**src/rtl/sequence_generator.sv**
```systemverilog
// Master phase sequencer: 16-state Johnson counter with a parallel binary phase index,
// a cycle-start strobe, a synchronous load port and self-recovery from illegal patterns.
module sequence_generator #(
    parameter logic [7:0] RESET_S = 8'h00
) (
    input  logic       CLK_n,
    input  logic       RESET_n,
    input  logic       HOLD,
    input  logic       LOAD,
    input  logic [7:0] LOAD_VAL,
    input  logic       ERR_CLR,
    output logic [7:0] S,
    output logic [3:0] PHASE,
    output logic       CYCLE_START,
    output logic       LOCK_ERR
);

    function automatic logic is_legal(input logic [7:0] v);
        case (v)
            8'h00, 8'h01, 8'h03, 8'h07, 8'h0F, 8'h1F, 8'h3F, 8'h7F,
            8'hFF, 8'hFE, 8'hFC, 8'hF8, 8'hF0, 8'hE0, 8'hC0, 8'h80: is_legal = 1'b1;
            default: is_legal = 1'b0;
        endcase
    endfunction

    // Illegal values map to 0, which is also the phase forced on an illegal load.
    function automatic logic [3:0] index_of(input logic [7:0] v);
        case (v)
            8'h01:   index_of = 4'd1;
            8'h03:   index_of = 4'd2;
            8'h07:   index_of = 4'd3;
            8'h0F:   index_of = 4'd4;
            8'h1F:   index_of = 4'd5;
            8'h3F:   index_of = 4'd6;
            8'h7F:   index_of = 4'd7;
            8'hFF:   index_of = 4'd8;
            8'hFE:   index_of = 4'd9;
            8'hFC:   index_of = 4'd10;
            8'hF8:   index_of = 4'd11;
            8'hF0:   index_of = 4'd12;
            8'hE0:   index_of = 4'd13;
            8'hC0:   index_of = 4'd14;
            8'h80:   index_of = 4'd15;
            default: index_of = 4'd0;
        endcase
    endfunction

    localparam logic [3:0] RESET_PHASE = index_of(RESET_S);

    logic [7:0] s_next;
    logic [3:0] phase_next;
    logic       cycle_start_next;
    logic       err_set;
    logic       lock_err_next;

    // Priority: load, then recovery (ignores HOLD), then hold, then advance.
    always_comb begin
        s_next           = S;
        phase_next       = PHASE;
        cycle_start_next = 1'b0;
        err_set          = 1'b0;
        if (LOAD) begin
            s_next     = LOAD_VAL;
            phase_next = index_of(LOAD_VAL);
        end else if (!is_legal(S)) begin
            s_next           = 8'h00;
            phase_next       = 4'd0;
            err_set          = 1'b1;
            cycle_start_next = 1'b1;
        end else if (!HOLD) begin
            s_next           = {S[6:0], ~S[7]};
            phase_next       = PHASE + 4'd1;
            cycle_start_next = (S == 8'h80);
        end
    end

    always_comb begin
        lock_err_next = LOCK_ERR;
        if (err_set) begin
            lock_err_next = 1'b1;
        end else if (ERR_CLR) begin
            lock_err_next = 1'b0;
        end
    end

    always_ff @(posedge CLK_n or negedge RESET_n) begin
        if (!RESET_n) begin
            S           <= RESET_S;
            PHASE       <= RESET_PHASE;
            CYCLE_START <= 1'b0;
            LOCK_ERR    <= 1'b0;
        end else begin
            S           <= s_next;
            PHASE       <= phase_next;
            CYCLE_START <= cycle_start_next;
            LOCK_ERR    <= lock_err_next;
        end
    end

endmodule
```
**config.mk**
```make
export PLATFORM = sky130hd
export DESIGN_NAME = sequence_generator
export DESIGN_NICKNAME = d
export VERILOG_FILES = /design/src/rtl/sequence_generator.sv
export SDC_FILE = /design/constraint.sdc
export NUM_CORES = 1
export LEC_CHECK = 0
export BUFFER_PORTS_ARGS = -buffer_cell sky130_fd_sc_hd__buf_2
export CORE_ASPECT_RATIO = 0.7
export CORE_MARGIN = 3
export CORE_UTILIZATION = 51
export CTS_CLUSTER_SIZE = 25
export DETAILED_ROUTE_END_ITERATION = 10
export PLACE_DENSITY = 0.78
export SETUP_SLACK_MARGIN = 0.4
export SYNTH_ARGS = -nofsm -noshare
export SYNTH_HDL_FRONTEND = slang
export SYNTH_SLANG_ARGS = --single-unit
export TNS_END_PERCENT = 100
```
**constraint.sdc**
```tcl
create_clock -name CLK_n -period 1.8 [get_ports CLK_n]
set_input_delay 0.09 -clock CLK_n [delete_from_list [all_inputs] [get_ports CLK_n]]
set_output_delay 0.09 -clock CLK_n [all_outputs]
set_load 0.02 [all_outputs]
```
==> metrics.txt <==
outcome complete, but fails checks; failing checks negative setup slack; dpl ws -0.0234 ns; final worst-path cycle share 101%; RSZ-0062 raised after global routing yes; Distinct cells, synth 39; die height 43.6 um; pin count of the biggest net entering global routing 29; post-synthesis net count approximately 130; first-pass GRT wire length just under 5000 um; Fillers 82; initial antenna violation count 0; Post-Syn Area 1030 sq um; top-area cell type share of the netlist area 34.1%; Vias roughly 1200; antenna fix cells 0; post-layout minimum cycle time 1.82 ns; vias in the first global route just over 1000; crit path launch type register; Final Worst Setup Slack -0.0202 ns; Max Fclk between 0.5 and 0.6 GHz; Layout Cell Area excl Fill about 1500 sq um; number of synthesized flops with an enable pin 0; count of endpoints failing setup in the final report 6; Max clock buf depth 2; Synth-to-Final Area Change 44.3%; Slew headroom 47.8%; Global Route Usage Sum about a quarter; GPL Wtd Cong 0.878; Final TNS setup -0.0590 ns; Mean Syn Cell Area about 9 sq um; clock sink count 14; share of synthesized flip-flops with an asynchronous set or reset 100%; count of state elements after synthesis 14; area taken by flip-flops and latches 355 sq um; Boundary Pins 27; sequential area share after synthesis 34.1%; largest fanout on the critical path 7; worst reg2reg setup slack -0.02 ns; GRT Residual Overflow 0; Crit. End Element register; placed inst area 1190 sq um; Num CTS Buffers 3; Synth area leader dfrtp_1; CTS tree done; pwr dens 622 nW/um^2; Post-Route Skew between 0.01 and 0.015 ns; dpl hpwl about 2000 um; layout cell share with drive strength beyond 1 46.0%; Die Wd between 50 and 60 um; top_reg_cell synth dfrtp_1; WS Path Type reg2reg; via/cell ratio around 6.8; Post-route DRC 0; WP data required 2.00 ns; commonest non-fill, non-tap cell in the layout buf_2; Final Core Density 85.1%; clock transition at the registers of the reported paths 0.10 ns; Syn Inst Count 112; Area contributors post-synth dfrtp_1 34%, mux2i_1 8.8%, o31ai_1 7.3%; Port Buf Inserts 26; Worst-Skew Late Latency 0.29 ns; Pre-Repair DR Iteration Count 5; Detailed Route WL 3570 um; CTS Root Cell clkbuf_4; most frequent cells in the layout 26 x buf_2, 11 x nand2_1, 10 x dfrtp_1, 10 x o31ai_4; H-Tree Level Count 1; standard cell core area 1740 sq um; Worst Path Arrival 2.02 ns; FP Rows 12; worst hold slack 0.111 ns; LEAKAGE 0.000646 uW; final-report hold violation count 0; Routed wire per std cell 20.9 um; final antenna-violating net count 0; worst min-delay path category in2reg; Yosys warning total 0; Iter 0 DRT Violations 85; footprint of the multi-input gates 791 sq um; starting density of the core about three fifths; die area 2600 sq um; Final nets 165; max cap viols 0; Peak supply drop 0.545 mV; Worst Tran Pin Value 0.783 ns; Pins Over Slew Limit 0
critical path: stages, from the launching register on:
cell      delay, ns
dfrtp_2        0.47
nor4bb_1       0.43
o211ai_1       0.26
o21ai_4        0.17
nor2_4         0.07
buf_8          0.15
o31ai_4        0.16
state kept, by name (all words and copies together), names as in the netlist:
signal and cells:
LOCK_ERR 1, S 8, CYCLE_START 1, PHASE 4
synth_stat cells, types with 2 or more instances:
cell type,count
nor3_1,2
nor2_1,6
o22ai_1,2
a31oi_1,2
o211ai_1,2
mux2i_1,9
inv_1,4
buf_2,2
o21ai_0,5
dfrtp_1,14
nand4b_1,2
nand3_1,5
nand2_1,11
xor2_1,4
o31ai_1,10
a21oi_1,7
clkbuf_1,3
worst paths after layout:
kind	from	to	depth (start not counted)
max	S[7]	S[1]	6
min reg2reg	LOCK_ERR	LOCK_ERR	2
min in group asynchronous	RESET_n	PHASE[1]	2
max in group asynchronous	RESET_n	S[1]	2
max reg2reg	S[7]	S[1]	6
min	LOAD_VAL[4]	S[4]	2
layout make-up:
| class | instances | area share, % |
|---|---|---|
| Multi-Input combinational cell | 88 | 53.3 |
| Sequential cell | 14 | 24.0 |
| Timing Repair Buffer | 40 | 17.5 |
| Clock buffer | 4 | 2.45 |
| Tap cell | 21 | 1.77 |
| Inverter | 4 | 1.01 |
routing by layer:
layer / wire [um] / vias to the layer above / track usage, %
met5: 0 / - / 0
met4: 138 / 0 / 2.65
li1: - / 499 / -
met2: 1610 / 103 / 41.2
met1: 1430 / 534 / 34.1
met3: 397 / 20 / 6.85
cell families after synthesis:
| kind of cell | Yosys count | synth area share (%) |
|---|---|---|
| adder cells (fa/ha/maj) | 1 | 1.22 |
| AO/OA/AOI/OAI | 34 | 24.0 |
| buffers and inverters | 10 | 4.26 |
| AND/OR/NAND/NOR | 39 | 22.8 |
| flip-flops | 14 | 34.1 |
| multiplexers | 10 | 10.2 |
| XOR/XNOR | 4 | 3.41 |
power by group:
group	internal (uW)	total (uW)	leakage, uW	switching [uW]
combinational	127	316	0.000450	189
clock	123	238	0.0000210	115
sequential	336	368	0.000175	32.3
total	586	922	0.000646	337
metrics by stage:
step           cells  power (uW)
2_1_floorplan    112         506
3_3_place_gp     157         581
3_5_place_dp     157         588
4_1_cts          168         853
5_1_grt          171         959
6_report         171         922
repair_timing:
| action | 4_1_cts | 5_1_grt |
|---|---|---|
| hold buffers | 2 | 0 |
| hold endpoints to repair | 15 | 0 |
| pin swaps | 1 | 15 |
| cloned | 1 | 0 |
| setup endpoints to repair | 13 | 14 |
| setup buffers | 4 | 3 |
| gates resized for setup | 14 | 17 |
(Power assumes the default switching activity.)
